$ cat src/rtl/sevseg_pkg.sv
// Shared constants for the seven-segment display path: LED polarity, fixed
// segment patterns, the hex glyph table and the scanner's small types.
package sevseg_pkg;

  localparam logic LED_ON  = 1'b0;
  localparam logic LED_OFF = 1'b1;

  localparam logic [6:0] SEG_BLANK = 7'b1111111;
  localparam logic [6:0] SEG_MINUS = 7'b0111111;

  // Active-low {g,f,e,d,c,b,a}; entry [15] is listed first.
  localparam logic [15:0][6:0] GLYPHS = {
    7'b0001110,  // F
    7'b0000110,  // E
    7'b0100001,  // d
    7'b1000110,  // C
    7'b0000011,  // b
    7'b0001000,  // A
    7'b0010000,  // 9
    7'b0000000,  // 8
    7'b1111000,  // 7
    7'b0000010,  // 6
    7'b0010010,  // 5
    7'b0011001,  // 4
    7'b0110000,  // 3
    7'b0100100,  // 2
    7'b1111001,  // 1
    7'b1000000   // 0
  };

  typedef struct packed {
    logic [3:0] d0;
    logic [3:0] d1;
    logic       sign;
  } disp_val_t;

  localparam disp_val_t VAL_RESET = '{d0: 4'h0, d1: 4'h0, sign: LED_OFF};

  typedef enum logic [1:0] {
    DIG_LO   = 2'd0,
    DIG_HI   = 2'd1,
    DIG_SIGN = 2'd2,
    DIG_PAD  = 2'd3
  } dig_e;

endpackage

$ cat src/rtl/sevseg_decoder.sv
// Combinational hex nibble to active-low seven-segment glyph.
module sevseg_decoder
  import sevseg_pkg::*;
(
  input  logic [3:0] nibble,
  output logic [6:0] seg
);

  assign seg = GLYPHS[nibble];

endmodule

$ cat src/rtl/sevseg_scanner.sv
// Four-digit common-anode scanner with frame-aligned double buffering,
// anti-ghost blanking at each slot start and optional leading-zero blanking.
module sevseg_scanner
  import sevseg_pkg::*;
#(
  parameter int unsigned DIV      = 50000,
  parameter int unsigned BLANK    = 500,
  parameter int unsigned LZ_BLANK = 1
) (
  input  logic       clk,
  input  logic       rst_n,
  input  logic [3:0] d0,
  input  logic [3:0] d1,
  input  logic       sign,
  input  logic       load,
  output logic [6:0] seg,
  output logic [3:0] an,
  output logic       pending
);

  localparam int unsigned CNT_W = (DIV > 1) ? $clog2(DIV) : 1;
  localparam logic [CNT_W-1:0] CNT_LAST  = CNT_W'(DIV - 1);
  localparam logic [CNT_W-1:0] BLANK_END = CNT_W'(BLANK);

  logic [CNT_W-1:0] cnt_q, cnt_d;
  dig_e             dig_q, dig_d;
  disp_val_t        staging_q, staging_d;
  disp_val_t        shadow_q, shadow_d;
  logic             pending_q, pending_d;
  logic [3:0]       an_q, an_d;
  logic [6:0]       seg_q, seg_d;

  disp_val_t  in_s;
  logic       boundary_s;
  logic [3:0] nibble_s;
  logic [6:0] glyph_s;

  assign in_s       = '{d0: d0, d1: d1, sign: sign};
  assign boundary_s = (cnt_q == CNT_LAST) && (dig_q == DIG_PAD);
  assign nibble_s   = (dig_q == DIG_HI) ? shadow_q.d1 : shadow_q.d0;

  sevseg_decoder u_decoder (
    .nibble (nibble_s),
    .seg    (glyph_s)
  );

  // Slot counter and digit index
  always_comb begin
    cnt_d = cnt_q;
    dig_d = dig_q;
    if (cnt_q == CNT_LAST) begin
      cnt_d = '0;
      dig_d = dig_e'(dig_q + 2'd1);
    end else begin
      cnt_d = cnt_q + CNT_W'(1);
    end
  end

  // Staging/shadow buffering; shadow only changes on the frame boundary
  always_comb begin
    staging_d = staging_q;
    shadow_d  = shadow_q;
    pending_d = pending_q;
    if (load) begin
      staging_d = in_s;
      if (boundary_s) begin
        shadow_d  = in_s;
        pending_d = 1'b0;
      end else begin
        pending_d = 1'b1;
      end
    end else if (boundary_s && pending_q) begin
      shadow_d  = staging_q;
      pending_d = 1'b0;
    end else begin
      pending_d = pending_q;
    end
  end

  // Anode/segment selection for the current slot, registered below
  always_comb begin
    an_d  = {4{LED_OFF}};
    seg_d = SEG_BLANK;
    if (cnt_q < BLANK_END) begin
      an_d = {4{LED_OFF}};
    end else begin
      an_d = ~(4'b0001 << dig_q);
      case (dig_q)
        DIG_LO:   seg_d = glyph_s;
        DIG_HI:   seg_d = ((LZ_BLANK != 32'd0) && (shadow_q.d1 == 4'h0)) ? SEG_BLANK : glyph_s;
        DIG_SIGN: seg_d = (shadow_q.sign == LED_ON) ? SEG_MINUS : SEG_BLANK;
        default:  seg_d = SEG_BLANK;
      endcase
    end
  end

  // State and output registers
  always_ff @(posedge clk or negedge rst_n) begin
    if (!rst_n) begin
      cnt_q     <= '0;
      dig_q     <= DIG_LO;
      staging_q <= VAL_RESET;
      shadow_q  <= VAL_RESET;
      pending_q <= 1'b0;
      an_q      <= {4{LED_OFF}};
      seg_q     <= SEG_BLANK;
    end else begin
      cnt_q     <= cnt_d;
      dig_q     <= dig_d;
      staging_q <= staging_d;
      shadow_q  <= shadow_d;
      pending_q <= pending_d;
      an_q      <= an_d;
      seg_q     <= seg_d;
    end
  end

  assign seg     = seg_q;
  assign an      = an_q;
  assign pending = pending_q;

endmodule

$ cat config.mk
export PLATFORM = sky130hd
export DESIGN_NAME = sevseg_scanner
export DESIGN_NICKNAME = d
export VERILOG_FILES = /design/src/rtl/sevseg_pkg.sv /design/src/rtl/sevseg_decoder.sv /design/src/rtl/sevseg_scanner.sv
export SDC_FILE = /design/constraint.sdc
export NUM_CORES = 1
export LEC_CHECK = 0
export CAP_MARGIN = 20
export CORE_ASPECT_RATIO = 1.75
export CORE_MARGIN = 3
export CORE_UTILIZATION = 41
export DETAILED_ROUTE_END_ITERATION = 16
export PLACE_DENSITY_LB_ADDON = 0.08
export SYNTH_ARGS = -nofsm -noshare
export SYNTH_HDL_FRONTEND = slang
export SYNTH_SLANG_ARGS = --single-unit
$ cat constraint.sdc
create_clock -name clk -period 3.3 [get_ports clk]
set_input_delay 0.99 -clock clk [delete_from_list [all_inputs] [get_ports clk]]
set_output_delay 0.99 -clock clk [all_outputs]
set_load 0.02 [all_outputs]
=== Yosys cells after proc, flatten, opt, wreduce, memory -nomap -nowiden ===
Memories as Yosys holds them, arrays and structs flattened.
Cells that the tools add are included.
Widths: inputs -> output; s select.

* Register bits: 48
* Logic and storage cells: 43
* ROM bits: 112
* Memories: 1

{| class="wikitable"
|+ Memory list
! memory !! depth !! width !! read ports !! clocked after Yosys merged registers in !! wr ports !! RTL line !! source
|-
| (no name shown) || 16 || 7 || 1 || 0 || 0 || sevseg_decoder.sv:9 || <nowiki>assign seg = GLYPHS[nibble];</nowiki>
|}

* $lt $le $gt $ge: 2
* Shift-type cells: 1
* Equality and inequality tests: 5
* Reductions and logical operators: 6
* Bitwise gates (word level): 1
* Muxes and demuxes: 14
* $add $sub $neg: 2

{| class="wikitable"
|+ Operators with widths
! kind !! number
|-
| $mux 7 || 4
|-
| $mux 9 || 3
|-
| $pmux 7 s3 || 1
|-
| $add 16x1->16 const B || 1
|-
| $eq 16x16->1 const B || 1
|-
| $lt 16x9->1 const B || 1
|-
| $mux 16 || 1
|-
| $mux 4 || 2
|-
| $lt 4x5->1 const B || 1
|-
| $eq 2x2->1 const B || 2
|-
| $logic_not 4->1 || 1
|-
| $not 4->4 || 1
|-
| $shl 1x2->4 const A || 1
|-
| $mux 1 || 3
|-
| $add 2x1->2 const B || 1
|-
| $eq 2x1->1 const B || 1
|-
| $logic_and 1x1->1 || 2
|-
| $logic_not 2->1 || 1
|-
| $ne 2x1->1 const B || 1
|-
| $reduce_and 2->1 || 1
|-
| $reduce_bool 2->1 || 1
|}

=== Depth between registers and ports, before layout ===
* Depth after elaboration: 7
* Mapped depth: 11
* Gate-level depth less buffers: 9

=== Modules after synthesis ===
From an unflattened synthesis, not the netlist that was laid out.

* Cell total of the unflattened synthesis: 191
* Area total of the unflattened synthesis: 2348.5 µm²

{| class="wikitable"
|+ Modules (own cells, without submodules)
! module !! cells each !! area an instance (µm²) !! times used
|-
| sevseg_scanner || 159 || 2073.2 || 1
|-
| sevseg_decoder || 32 || 275.3 || 1
|}

=== Worst setup path after synthesis ===
No wires, ideal clock.

* Kind: flip-flop to flip-flop
* Start point: reg dig_q[1]
* End point: reg seg_q[3], in the netlist seg[3]
* Cell stages (with the launch flop): 12
* Arrival: 2.320 ns
* Data required time: 3.209 ns
* Slack: 0.890 ns
* Path through: dfrtp_1 -> inv_1 -> ha_1 -> buf_2 -> buf_2 -> mux2i_1 -> inv_1 -> ha_1 -> inv_1 -> a222oi_1 -> nor3_1 -> o31ai_1

* Cells in the longest elaborated chain, start to end: 7
* Elaborated cells on any way between the ends: 9

{| class="wikitable"
|+ Ends and longest elaborated chain
! element !! RTL line !! source
|-
| from (decl) || sevseg_scanner.sv:26 || <nowiki>dig_e dig_q, dig_d;</nowiki>
|-
| from (signal assigned) || sevseg_scanner.sv:109 || <nowiki>dig_q <= dig_d;</nowiki>
|-
| $eq 2x1->1 || sevseg_scanner.sv:40, sevseg_scanner.sv:88 ||
|-
| $mux 4 || sevseg_scanner.sv:40 || <nowiki>assign nibble_s = (dig_q == DIG_HI) ? shadow_q.d1 : shadow_q.d0;</nowiki>
|-
| $mem_v2 16x7 || -- ||
|-
| $mux 7 (implied by the code) || sevseg_decoder.sv:9 ||
|-
| $mux 7 || sevseg_scanner.sv:90 || <nowiki>DIG_HI: seg_d = ((LZ_BLANK != 32'd0) && (shadow_q.d1 == 4'h0)) ? SEG_BLANK : glyph_s;</nowiki>
|-
| $pmux 7 s3 * || sevseg_scanner.sv:88 || <nowiki>case (dig_q)</nowiki>
|-
| $mux 7 * || sevseg_scanner.sv:84 || <nowiki>if (cnt_q < BLANK_END) begin</nowiki>
|-
| net seg_d[3] || sevseg_scanner.sv:31 || <nowiki>logic [6:0] seg_q, seg_d;</nowiki>
|-
| to (signal assigned) || sevseg_scanner.sv:114 || <nowiki>seg_q <= seg_d;</nowiki>
|-
| to (decl) || sevseg_scanner.sv:31 ||
|}

The timed path passes the listed nets; every way through them passes the cells marked *. The select of a mux whose other input is x is not followed.
A chain may end at the register's enable or synchronous reset.

=== Worst setup path after layout ===
* Start point: reg an_q[0], in the netlist an[0]
* End point: out an[0]

{| class="wikitable"
|+ RTL lines
! element !! RTL line !! source
|-
| from (decl) || sevseg_scanner.sv:30 || <nowiki>logic [3:0] an_q, an_d;</nowiki>
|-
| from (signal assigned) || sevseg_scanner.sv:105 || <nowiki>an_q <= {4{LED_OFF}};</nowiki>
|-
| from (signal assigned) || sevseg_scanner.sv:113 || <nowiki>an_q <= an_d;</nowiki>
|-
| to (decl) || sevseg_scanner.sv:17 || <nowiki>output logic [3:0] an,</nowiki>
|}

No word-level cell between the ends.

==> flow_summary.ini <==
[yosys]
ys_ff_latch = 48
ys_warn_count = 0
synth_ff_type = dfrtp_1
ys_async_sr_fraction_pct = 100
synth_common_cells = dfrtp_1, nor2_1, mux2_2
synth_cells = 216
ys_seq_area_share_pct = 49.1
yosysTopAreaCell = dfrtp_1
synth_edf_count = 0
netlist_top_cells_area = dfrtp_1, dfstp_2, mux2_2
synth_top_cell_area_share_pct = 35.3
netlist_area_sq_um = 2480
syn_avg_cell_area_sq_um = 11.5
synth_cell_type_count = 47
syn_nets = 238
yosysMostFrequentCell = dfrtp_1

[placed_design]
dp.cells = 315
place_ws_ns = 0.601
place_area_sq_um = 2810
hpwl_microns = 3700
gpl.final_weighted_congestion = 0.791
portBuffers = 23

[critical_path]
critPathSlowestCell = clkdlybuf4s50_1
cp_data_required_time_ns = 2.31
reg2reg_depth = 9
cp_slowest_stage_delay_ns = 0.59
regToRegStartpoint = dig_q[1]
crit_type = flip-flop to output port
crit_fanout = 1
crit_path_end_kind = output port
crit_chain = clkdlybuf4s50_1
crit_path_start_kind = flip-flop
regToRegSetupSlack_ns = 0.88
rr_endpoint = seg[3]
worstPathArrival_ns = 1.43
crit_buf_inv = 1
path_delay_family = buffers and inverters

[timing]
finalClockSkew_ns = 0.0148
max_freq_mhz = 414
rsz0062_at_grt = no
finalCritPeriodShare_pct = 73.2
min_period_ns = 2.42
finalWorstSetupSlack_ns = 0.885
fin_tns_setup_ns = 0
drv_slew = 0
finalSetupViolCount = 0
hold_slack_ns = 0.498
worst_slew_pin_slew_ns = 0.817
finalHoldViolCount = 0
relSlewSlack_pct = 45.5

[global_routing]
grt_max_degree = 38
grt_overflow_total = 0
grt_antenna_before_repair = 0
grt_pass1_vias = 1787
grt_pass1_wl_microns = 8500
grt_usage_pct = 15.8

[min_path]
hp-class = flip-flop to flip-flop
min_to = cnt_q[0]
hold_depth = 1
min_from = cnt_q[0]

[detailed_routing]
vias_per_cell = 5.24
drtAntennaViolNets = 0
vias = 1692
wirelength_microns = 5020
avgRoutedWirePerCell_microns = 15.5
drtIter0Drc = 70
route.detailed.drc = 0
drtPass1Iterations = 4

[floorplanning]
rows = 36
core_area_sq_um = 5720
design.die.area_sq_um = 7050
initial_core_util_pct = 43.3
ios = 24
die_w_microns = 64.8
die_height_microns = 109

[power_and_ir_drop]
leakagePower_nw = 1.26
power_mw = 1.15
p_per_area_nw_per_um2 = 391
vdd_drop_max_v = 0.000340

[status]
status = complete, no violations

[cts]
numCtsBuffers = 5
post_cts_resized = 0
cts.reportedPaths.clkPinSlew_ns = 0.09
postCtsHoldBufs = 0
cts_root_buffer = clkbuf_8
cts_tree = yes
cts_setup_buffers = 0
htree_levels = 2
cts_buffer_depth = 2
clock-sinks = 48
clock_latency_ns = 0.31

[job]
maxCapViolations = 0

[layout]
areaGrowthSynthToFinish_pct = 19.0
final_cells = 323
layout.nets = 268
diodes = 0
fillers = 553
design_area_sq_um = 2950
drive_gt1_share_pct = 23.1
post-route-util_pct = 51.6
cells in the final DEF (no fill, tap or decap), types with 2 or more instances in the layout:
cell type        count
inv_1                9
buf_4                6
o211ai_1             3
nand4_1              3
dfstp_2             13
nor2b_1              2
mux2_4               9
bufinv_16            2
nor3_1              12
mux2_2              15
nand2_1             10
ha_1                10
nand3_1              9
nor2_1              17
and3_1               2
or3_1                2
dfrtp_1             35
o21ai_0              7
a31oi_1              3
nor4_1               4
a21oi_1              3
nand2b_1             3
xnor2_1              8
mux2i_1              3
clkbuf_8             5
xor2_1               6
clkdlybuf4s50_1     22
a211oi_1             2
registers in the layout (all words and copies together) (netlist names):
| register | cells |
|---|---|
| seg | 7 |
| cnt_q | 16 |
| pending | 1 |
| an | 4 |
| dig_q | 2 |
| shadow_q | 9 |
| staging_q | 9 |
worst max-delay path by stage:
stage / start / to / slack, ns / cells past startpoint
5_1_grt: dig_q[1] / seg[3] / 0.71 / 9
4_1_cts: an[1] / an[1] / 0.86 / 1
3_5_place_dp: load / shadow_q[6] / 0.60 / 4
6_report: an[0] / an[0] / 0.88 / 1
2_1_floorplan: dig_q[1] / seg[3] / 0.89 / 11
3_3_place_gp: load / shadow_q[1] / 0.60 / 4
layout make-up:
class | instances | area, sq um | share of cell area [%]
well taps | 76 | 95.1 | 3.22
clock buffers | 5 | 68.8 | 2.33
repair buffers | 29 | 270 | 9.16
clock inverters | 3 | 68.8 | 2.33
inverters | 9 | 33.8 | 1.15
multi-input cells | 153 | 1190 | 40.5
flip-flops and latches | 48 | 1220 | 41.3
report_power, final:
part	internal, mW	total, mW	switching (mW)
logic	0.0226	0.0435	0.0209
registers	0.600	0.603	0.00235
clock network	0.305	0.508	0.203
metal layers:
layer / share of wire (%) / global-route usage (%) / vias up
met1: 41 / 18.2 / 827
met4: 2.5 / 7.41 / 0
li1: - / - / 830
met3: 2.2 / 2.37 / 9
met2: 55 / 28.3 / 26
met5: 0 / 0 / -
cell families after synthesis:
| logic type | Yosys count | synth area share (%) |
|---|---|---|
| and+or+nand+nor | 73 | 16.6 |
| DFF | 48 | 49.1 |
| AOI/OAI and AO/OA | 29 | 8.18 |
| muxes | 27 | 13.5 |
| buffers and inverters | 15 | 2.68 |
| xor gates and xnor gates | 14 | 4.95 |
| adders and majority gates | 10 | 5.05 |
Power figures use the tool's default switching activity.
